$ cat src/rtl/dmx_frame_sequencer.sv
// DMX512 frame sequencer: break, mark-after-break, start code, then NUM_SLOTS
// channel bytes read from the double-banked channel buffer and handed to the
// byte UART. Owns the buffer bank select and swaps banks only at frame start,
// so a frame never mixes old and new channel data.
module dmx_frame_sequencer #(
  parameter int BREAK_CYCLES = 4800,  // sysclk cycles dmx_break is held high
  parameter int MAB_CYCLES   = 576,   // sysclk cycles of mark-after-break
  parameter int NUM_SLOTS    = 512,   // channel bytes per frame (1..512)
  parameter int IDLE_CYCLES  = 48     // mark-before-break gap (0 allowed)
) (
  input  logic       sysclk,
  input  logic       reset,         // asynchronous, active-low
  input  logic       enable,
  input  logic       spi_done,
  input  logic       tx_busy,
  input  logic [7:0] rd_data,
  output logic       tx_start,
  output logic [7:0] tx_data,
  output logic [8:0] rd_addr,
  output logic       bank_sel,
  output logic       dmx_break,
  output logic       frame_active,
  output logic       frame_done
);

  // One shared timing counter covers BREAK, MAB and MBB; size it for the
  // longest of the three.
  localparam int MAX_AB  = (BREAK_CYCLES > MAB_CYCLES) ? BREAK_CYCLES : MAB_CYCLES;
  localparam int MAX_CYC = (MAX_AB > IDLE_CYCLES) ? MAX_AB : IDLE_CYCLES;
  localparam int CW      = $clog2(MAX_CYC + 1);

  localparam logic [CW-1:0] BREAK_LAST = CW'(BREAK_CYCLES - 1);
  localparam logic [CW-1:0] MAB_LAST   = CW'(MAB_CYCLES - 1);
  localparam logic [CW-1:0] IDLE_LAST  = CW'((IDLE_CYCLES > 0) ? IDLE_CYCLES - 1 : 0);
  localparam logic [9:0]    SLOT_COUNT = 10'(NUM_SLOTS);
  localparam bit            HAS_MBB    = (IDLE_CYCLES > 0);

  typedef enum logic [3:0] {
    S_IDLE,
    S_BREAK,
    S_MAB,
    S_START,
    S_HOLD,
    S_WAIT,
    S_FETCH,
    S_LOAD,
    S_MBB
  } state_t;

  state_t        state_reg, state_next;
  logic [CW-1:0] cnt_reg, cnt_next;
  logic [9:0]    slot_reg, slot_next;
  logic          swap_pending_reg, swap_pending_next;
  logic          spi_prev_reg;
  logic          tx_start_reg, tx_start_next;
  logic [7:0]    tx_data_reg, tx_data_next;
  logic [8:0]    rd_addr_reg, rd_addr_next;
  logic          bank_sel_reg, bank_sel_next;
  logic          dmx_break_reg, dmx_break_next;
  logic          frame_active_reg, frame_active_next;
  logic          frame_done_reg, frame_done_next;
  logic          spi_edge;

  // A load request is the rising edge of spi_done; a long-held level or
  // several edges before the next frame still mean a single swap.
  assign spi_edge = spi_done & ~spi_prev_reg;

  // Next-state and next-output logic for the frame sequence.
  always_comb begin
    state_next        = state_reg;
    cnt_next          = cnt_reg;
    slot_next         = slot_reg;
    swap_pending_next = swap_pending_reg | spi_edge;
    tx_start_next     = 1'b0;
    tx_data_next      = tx_data_reg;
    rd_addr_next      = rd_addr_reg;
    bank_sel_next     = bank_sel_reg;
    frame_done_next   = 1'b0;

    case (state_reg)
      S_IDLE: begin
        if (enable) begin
          state_next = S_BREAK;
          cnt_next   = '0;
          slot_next  = '0;
          // Bank swap happens only here, so the whole frame reads one bank.
          // An edge arriving in this very cycle still counts.
          if (swap_pending_reg || spi_edge) begin
            bank_sel_next = ~bank_sel_reg;
          end
          swap_pending_next = 1'b0;
        end
      end

      S_BREAK: begin
        if (cnt_reg == BREAK_LAST) begin
          state_next = S_MAB;
          cnt_next   = '0;
        end else begin
          cnt_next = cnt_reg + 1'b1;
        end
      end

      S_MAB: begin
        if (cnt_reg == MAB_LAST) begin
          state_next = S_START;
          cnt_next   = '0;
        end else begin
          cnt_next = cnt_reg + 1'b1;
        end
      end

      S_START: begin
        // The UART may still be finishing something; never start over it.
        if (!tx_busy) begin
          tx_data_next  = 8'h00;
          tx_start_next = 1'b1;
          state_next    = S_HOLD;
        end
      end

      // tx_busy only rises the cycle after tx_start, so skip one cycle
      // before trusting it.
      S_HOLD: begin
        state_next = S_WAIT;
      end

      S_WAIT: begin
        if (!tx_busy) begin
          if (slot_reg < SLOT_COUNT) begin
            rd_addr_next = slot_reg[8:0];
            state_next   = S_FETCH;
          end else begin
            frame_done_next = 1'b1;
            cnt_next        = '0;
            state_next      = HAS_MBB ? S_MBB : S_IDLE;
          end
        end
      end

      // Address is presented this cycle; the buffer answers next cycle.
      S_FETCH: begin
        state_next = S_LOAD;
      end

      S_LOAD: begin
        tx_data_next  = rd_data;
        tx_start_next = 1'b1;
        slot_next     = slot_reg + 10'd1;
        state_next    = S_HOLD;
      end

      S_MBB: begin
        if (cnt_reg == IDLE_LAST) begin
          state_next = S_IDLE;
          cnt_next   = '0;
        end else begin
          cnt_next = cnt_reg + 1'b1;
        end
      end

      default: begin
        state_next = S_IDLE;
        cnt_next   = '0;
      end
    endcase

    // Line and frame status follow the state being entered, so they are
    // glitch-free registered outputs aligned with the state.
    dmx_break_next    = (state_next == S_BREAK);
    frame_active_next = (state_next != S_IDLE);
  end

  // State and output registers; reset drops the line to mark immediately.
  always_ff @(posedge sysclk or negedge reset) begin
    if (!reset) begin
      state_reg        <= S_IDLE;
      cnt_reg          <= '0;
      slot_reg         <= '0;
      swap_pending_reg <= 1'b0;
      spi_prev_reg     <= 1'b0;
      tx_start_reg     <= 1'b0;
      tx_data_reg      <= 8'h00;
      rd_addr_reg      <= 9'd0;
      bank_sel_reg     <= 1'b0;
      dmx_break_reg    <= 1'b0;
      frame_active_reg <= 1'b0;
      frame_done_reg   <= 1'b0;
    end else begin
      state_reg        <= state_next;
      cnt_reg          <= cnt_next;
      slot_reg         <= slot_next;
      swap_pending_reg <= swap_pending_next;
      spi_prev_reg     <= spi_done;
      tx_start_reg     <= tx_start_next;
      tx_data_reg      <= tx_data_next;
      rd_addr_reg      <= rd_addr_next;
      bank_sel_reg     <= bank_sel_next;
      dmx_break_reg    <= dmx_break_next;
      frame_active_reg <= frame_active_next;
      frame_done_reg   <= frame_done_next;
    end
  end

  assign tx_start     = tx_start_reg;
  assign tx_data      = tx_data_reg;
  assign rd_addr      = rd_addr_reg;
  assign bank_sel     = bank_sel_reg;
  assign dmx_break    = dmx_break_reg;
  assign frame_active = frame_active_reg;
  assign frame_done   = frame_done_reg;

endmodule

$ cat config.mk
export PLATFORM = sky130hd
export DESIGN_NAME = dmx_frame_sequencer
export DESIGN_NICKNAME = d
export VERILOG_FILES = /design/src/rtl/dmx_frame_sequencer.sv
export SDC_FILE = /design/constraint.sdc
export NUM_CORES = 1
export LEC_CHECK = 0
export ABC_AREA = 1
export BUFFER_PORTS_ARGS = -buffer_cell sky130_fd_sc_hd__buf_2
export CELL_PAD_IN_SITES_DETAIL_PLACEMENT = 1
export CELL_PAD_IN_SITES_GLOBAL_PLACEMENT = 1
export CORE_MARGIN = 5
export CORE_UTILIZATION = 46
export DETAILED_ROUTE_END_ITERATION = 16
export MAX_ROUTING_LAYER = met4
export PLACE_DENSITY_LB_ADDON = 0.1
export RECOVER_POWER = 50
export SETUP_SLACK_MARGIN = 0.5
export SYNTH_ARGS = -nofsm -noshare
export SYNTH_HDL_FRONTEND = slang
export SYNTH_SLANG_ARGS = --single-unit
$ cat constraint.sdc
create_clock -name sysclk -period 3.5 [get_ports sysclk]
set_clock_uncertainty 0.2 [all_clocks]
set_input_delay 0.175 -clock sysclk [delete_from_list [all_inputs] [get_ports sysclk]]
set_output_delay 0.175 -clock sysclk [all_outputs]
set_load 0.02 [all_outputs]
==> results.cfg, run 1 <==
[global_route]
overflow = 0
busiest_layer = met2
grtUsageMet1_pct = 25.1
grt_pass1_vias = 2598
grt_max_degree = 34
grt_pass1_wl_um = 12600
antenna_found_initial = 0
grt_use_met2_pct = 37.7
grt_util_met3_pct = 3.35
gr-usage-all-layers_pct = 21.6

[layout]
layout.nets = 413
finalInstanceArea_sq_um = 3240
final_common_cell = nand2_1
layout_common_cells = nand2_1 (97), dfrtp_1 (51), inv_1 (35), nand3_1 (33), nor2_1 (29)
diodes = 0
nFillCells = 759
drive_above_1_share_pct = 15.3
syn_to_final_growth_pct = 13.9
largest_reg_flops = 13

[synthesis]
synth_warnings = 0
synth_top_family_by_area = simple AND/OR/NAND/NOR gates
syn_inst = 354
synth_fp_nets = 369
synth.area.mux_share_pct = 0
ys_ff_latch = 51
synth_fa_ha_area_share_pct = 0.880
synth_compound_area_share_pct = 10.2
syn_area_sq_um = 2840
synth_simple_gate_area_share_pct = 34.7
syn-mean-instance-area_sq_um = 8.03
synth_cell_types = 33
synth_xor_area_share_pct = 1.54
ys_seq_area_share_pct = 44.9

[clock_network]
holdBufCountCts = 10
cts_buffer_depth = 2
cts_setup_buffers = 0
cts.sinks = 51
cts_made_buffers = 5
cts_root_buf = clkbuf_8
clkTransAtPathRegs_ns = 0.09
cts_tree = done
htreeDepth = 2
clock_latency_ns = 0.31
ctsResizeCount = 0

[worst_setup_path]
arrival_ns = 2.55
start_kind = primary input
worstPathRequired_ns = 3.79
crit_fanout = 33
endpoint_kind = async pin
criticalPathCategory = in -> async

[detailed_routing]
vias = 2508
wl_per_cell_um = 15.6
ant_nets = 0
drt_iter0_markers = 67
drcViolationCount = 0
drt_pass1_iterations = 4
drt_wl_total_um = 7420
viasPerCell = 5.29

[timing]
fin_crit_sh_pct = 64.6
final_max_slew_viol_count = 34
max_slew.worst_pin.slew_ns = 1.89
tns_ns = 0
finalHoldViolCount = 0
slew_headroom_pct = -25.8
setup_viol = 0
fmax_mhz = 442
rsz0062_at_grt = false
setup_ws_ns = 1.24
post-route-min-period_ns = 2.26

[placement]
dp_hpwl_um = 5460
dpl_cell_area_sq_um = 3050
place.gp.congestion = 0.837
post-place-ws_ns = 1.53
numPortBuffers = 34

[floorplan]
die_area_sq_um = 7860
io_pins = 35
core_area_sq_um = 5960
die_w_um = 88.6
row_count = 28
initial_core_util_pct = 47.8
die_y_um = 88.6

[power]
power_per_cell_area_nw_per_um2 = 428
p_leak_nw = 1.53
ir_drop_mv = 0.231

[job]
drv_cap = 1

[status]
violations = capacitance limit, slew limit
outcome = finished with violations

[worst_hold_path]
hold_path_class = in -> reg
==> final cells by class <==
class / count / area [sq um] / area share, %
multi-input combinational: 252 / 1340 / 41.4
sequential: 51 / 1280 / 39.4
timing repair buffer: 45 / 248 / 7.65
inverter: 43 / 161 / 4.98
tap: 75 / 93.8 / 2.90
clock buffer: 6 / 82.6 / 2.55
clock inverter: 2 / 35.0 / 1.08
==> critical path: stages <==
cell and delay [ns]:
dlygate4sd3_1 0.52, clkbuf_1 1.36, buf_4 0.48
==> cells by family (layout without fill, tap and decap cells) <==
family	after synthesis	in the layout
XOR/XNOR	5	5
adder cells (fa/ha/maj)	2	2
buffers and inverters	51	96
flip-flops	51	51
AND/OR/NAND/NOR	204	204
AO/OA/AOI/OAI	41	41
==> layer usage <==
| metal | routed length (um) | up-vias |
|---|---|---|
| met5 | 0 | - |
| met4 | 152 | 0 |
| met3 | 149 | 16 |
| met2 | 3960 | 31 |
| met1 | 3150 | 1224 |
| li1 | - | 1237 |
==> synth_stat cells <==
cell      instances  share of area (%)
nor3_4            1               0.57
o21ai_2           9                2.8
or2_1             1               0.22
inv_1            34                4.5
nor3_1            6                1.1
nor3_2            2               0.70
o31ai_1           2               0.53
o21ai_1           2               0.35
o21ai_0           9                1.6
nand4_1          11                2.4
nand3_4           1               0.62
o211ai_1          3               0.79
nand3b_1          1               0.26
nand2_1          96                 13
buf_6             3                1.2
a21o_1            1               0.26
nand2_4           2               0.79
inv_2             8                1.1
nor2_4            5                2.0
nor2_1           29                3.8
o22ai_1           4               0.88
a21oi_1           3               0.53
nor2_2            7                1.5
a22o_1            8                2.5
ha_1              2               0.88
nand3_1          33                5.8
nand2_2           7                1.5
clkinv_1          1               0.13
buf_4             1               0.26
buf_2             4               0.70
xor2_1            5                1.5
nand3_2           2               0.70
dfrtp_1          51                 45
==> worst paths after layout <==
path,slack (ns),depth (start not counted),end,startpoint
min reg2reg,0.27,1,bank_sel,bank_sel
max in group sysclk,1.46,7,dmx_break,state_reg[3]
max,1.24,3,slot_reg[2],reset
min in group asynchronous,0.72,2,slot_reg[8],reset
max reg2reg,1.46,7,dmx_break,state_reg[3]
min,0.08,4,slot_reg[3],enable
==> stage by stage <==
| stage | std cells | utilization, % | power, mW | hold WS (ns) |
|---|---|---|---|---|
| 2_1_floorplan | 354 | - | 0.879 | -0.321 |
| 3_3_place_gp | 456 | 51.3 | 0.951 | 0.0858 |
| 3_5_place_dp | 456 | 51.3 | 0.961 | 0.0948 |
| 4_1_cts | 474 | 54.9 | 1.40 | 0.0718 |
| 5_1_grt | 474 | 54.4 | 1.47 | 0.0980 |
| 6_report | 474 | 54.4 | 1.39 | 0.0826 |
==> power breakdown <==
group	internal, mW	total, mW	switching, mW
logic	0.0857	0.248	0.162
registers	0.638	0.705	0.0674
clock network	0.232	0.433	0.202
total	0.955	1.39	0.431
(Power assumes the default switching activity.)
==> run 2: changes to the inputs <==
Settings changed: ABC_AREA 1 to 0, CORE_UTILIZATION 46 to 40.
Clock period 3.5 ns to 2 ns, I/O delays scaled along.
==> run 2 against run 1 <==
Compared with the run above:
- the flow finishes with violations (setup timing)
- critical path depth rose by 3
- first-iteration DRC count increased by 7.5%
- largest cell class unchanged
- design area increased by 13%
- global-route usage shrank 2.4 points
- power rose to 3.1 times the previous value
- largest power group is now combinational logic
- combinational power increased to 8.6 times the previous value
- sequential cell count unchanged
- area after synthesis decreased by 15%
==> results.cfg, run 2 <==
[worst_setup_path]
endpoint_kind = register
worstPathRequired_ns = 1.98
path_cells = or4_4, nor3_4, a21boi_4, nor4_4, buf_4, o21ai_2
slowest_stage = or4_4
start_kind = register
crit_fanout = 4
slowest_delay_ns = 0.57
arrival_ns = 2.19
criticalPathCategory = reg -> reg
critPathTopFamily = simple AND/OR/NAND/NOR gates
critPathBufInv = 1

[detailed_routing]
viasPerCell = 5.31
ant_nets = 0
drt_pass1_iterations = 4
wl_per_cell_um = 18.0
vias = 2188
drt_wl_total_um = 7420
drt_iter0_markers = 72
drcViolationCount = 0

[status]
violations = setup timing
outcome = finished with violations

[timing]
slew_headroom_pct = 39.7
hold_slack_ns = 0.0480
max_slew.worst_pin.slew_ns = 0.905
setup_viol = 14
setup_ws_ns = -0.212
fmax_mhz = 452
final_max_slew_viol_count = 0
finalHoldViolCount = 0
rsz0062_at_grt = true
fin_crit_sh_pct = 111
post-route-min-period_ns = 2.21

[global_route]
antenna_found_initial = 0
overflow = 0
gr-usage-all-layers_pct = 19.2
grt_pass1_vias = 2318
grt_pass1_wl_um = 11200
grt_max_degree = 36

[clock_network]
clkTransAtPathRegs_ns = 0.10
clock_latency_ns = 0.31
cts_tree = done
cts_made_buffers = 5
htreeDepth = 2
cts_buffer_depth = 2
cts.sinks = 51
cts_root_buf = clkbuf_8

[layout]
final_common_cell = dfrtp_1
drive_above_1_share_pct = 45.7
layout.nets = 351
seq_area_sq_um = 1280
nFillCells = 613
largest_reg_flops = 13
multi_input_area_sq_um = 1380
layout_common_cells = dfrtp_1 (50), buf_4 (37), buf_2 (30), nand2_1 (19), buf_6 (16)
diodes = 0
syn_to_final_growth_pct = 50.7

[floorplan]
row_count = 28
die_y_um = 87.9
core_area_sq_um = 5920
io_pins = 35
initial_core_util_pct = 41.0
die_w_um = 87.9
die_area_sq_um = 7730

[synthesis]
synth_area_leaders = dfrtp_1 (53%), mux2_2 (4.2%), nand2_1 (3.2%)
synth_fp_nets = 249
syn-mean-instance-area_sq_um = 10.4
netlist.area_leader.share_pct = 52.6
synth_cell_types = 45
ys_seq_area_share_pct = 52.6
syn_area_sq_um = 2430
synth_warnings = 0
synth_top_area_cell = dfrtp_1
yosysMostFrequentCell = dfrtp_1
ys_ff_latch = 51
ys.flop_type = dfrtp_1
async_flop_share_pct = 100
synth_common_cells = dfrtp_1 (51), nand2_1 (21), nor2_1 (19)
synth-edff-count = 0
syn_inst = 234

[placement]
post-place-ws_ns = -0.200
numPortBuffers = 34
dp_hpwl_um = 4590
place.gp.congestion = 0.818

[power]
ir_drop_mv = 0.576
power_per_cell_area_nw_per_um2 = 1180
p_leak_nw = 1.67

[worst_hold_path]
hold_path_class = in -> reg

[job]
drv_cap = 0
## run 2: cell count changes after synthesis, sizes merged, moves of 7 or more
cell   before  now
nand2     105   21
buf         8    1
mux2        0    9
nand4      11    2
nor2       41   19
inv        42    8
nand3      36   15
## run 2: worst register-to-register path, cell delays in order (launching register included)
cell and delay (ns):
dfrtp_1 0.38, or4_4 0.57, nor3_4 0.31, a21boi_4 0.12, nor4_4 0.26, buf_4 0.19
o21ai_2 0.05
## run 2: cell families (layout without fill, tap and decap cells)
| group | count (synthesis) | in the layout | share of synthesized area (%) |
|---|---|---|---|
| and+or+nand+nor | 98 | 99 | 22.6 |
| DFF | 51 | 51 | 52.6 |
| AOI/OAI and AO/OA | 47 | 47 | 12.6 |
| muxes | 15 | 15 | 6.65 |
| buffers and inverters | 15 | 117 | 2.32 |
| xor gates and xnor gates | 6 | 6 | 2.16 |
| adders and majority gates | 2 | 2 | 1.03 |
## run 2: path summary, 6_finish.rpt
kind / depth (start not counted) / startpoint / slack, ns / to
worst min register to register: 1 / bank_sel / 0.27 / bank_sel
min in group asynchronous: 2 / reset / 0.22 / rd_addr[5]
worst min-delay path: 4 / enable / 0.05 / slot_reg[8]
worst max register to register: 6 / cnt_reg[11] / -0.21 / cnt_reg[5]
max in group asynchronous: 3 / reset / 0.22 / state_reg[3]
worst max-delay path: 6 / cnt_reg[11] / -0.21 / cnt_reg[5]
## run 2: final cells by class
cell class / instances / share of cell area (%)
sequential: 51 / 34.9
inverter: 8 / 0.821
timing repair buffer: 101 / 21.6
clock inverter: 3 / 0.547
multi-input combinational: 169 / 37.7
tap: 75 / 2.56
clock buffer: 5 / 1.88
## run 2: stage by stage
step                total power, mW  utilization [%]  setup TNS [ns]  instances  area [sq um]
global placement               3.10             51.0           -1.00        375          3020
CTS                            4.08             58.4           -1.87        403          3460
global route                   4.59             61.8           -5.41        412          3660
detailed placement             3.16             51.0           -1.79        375          3020
finish                         4.33             61.8           -2.28        412          3660
floorplan                      2.55                -           -1.66        234          2510
## run 2: repair_timing
action | in CTS | in global routing
hold buffers | 10 | 0
setup endpoints to repair | 46 | 48
cloned | 1 | 2
buffers inserted | 9 | 7
gates resized for setup | 43 | 41
pin swaps | 10 | 23
hold endpoints to repair | 61 | 0
## run 2: power by group
group          total (mW)  switching (mW)  internal (mW)
Combinational        2.13            1.09           1.05
Clock               0.604           0.359          0.244
Sequential           1.59           0.251           1.34
## run 2: metal layers
metal | global-route usage [%] | vias to the layer above | wire length [um]
met5 | - | - | 0
met4 | 4.18 | 0 | 155
met3 | 3.10 | 16 | 250
met2 | 33.1 | 40 | 3810
met1 | 23.7 | 1089 | 3200
li1 | - | 1043 | -
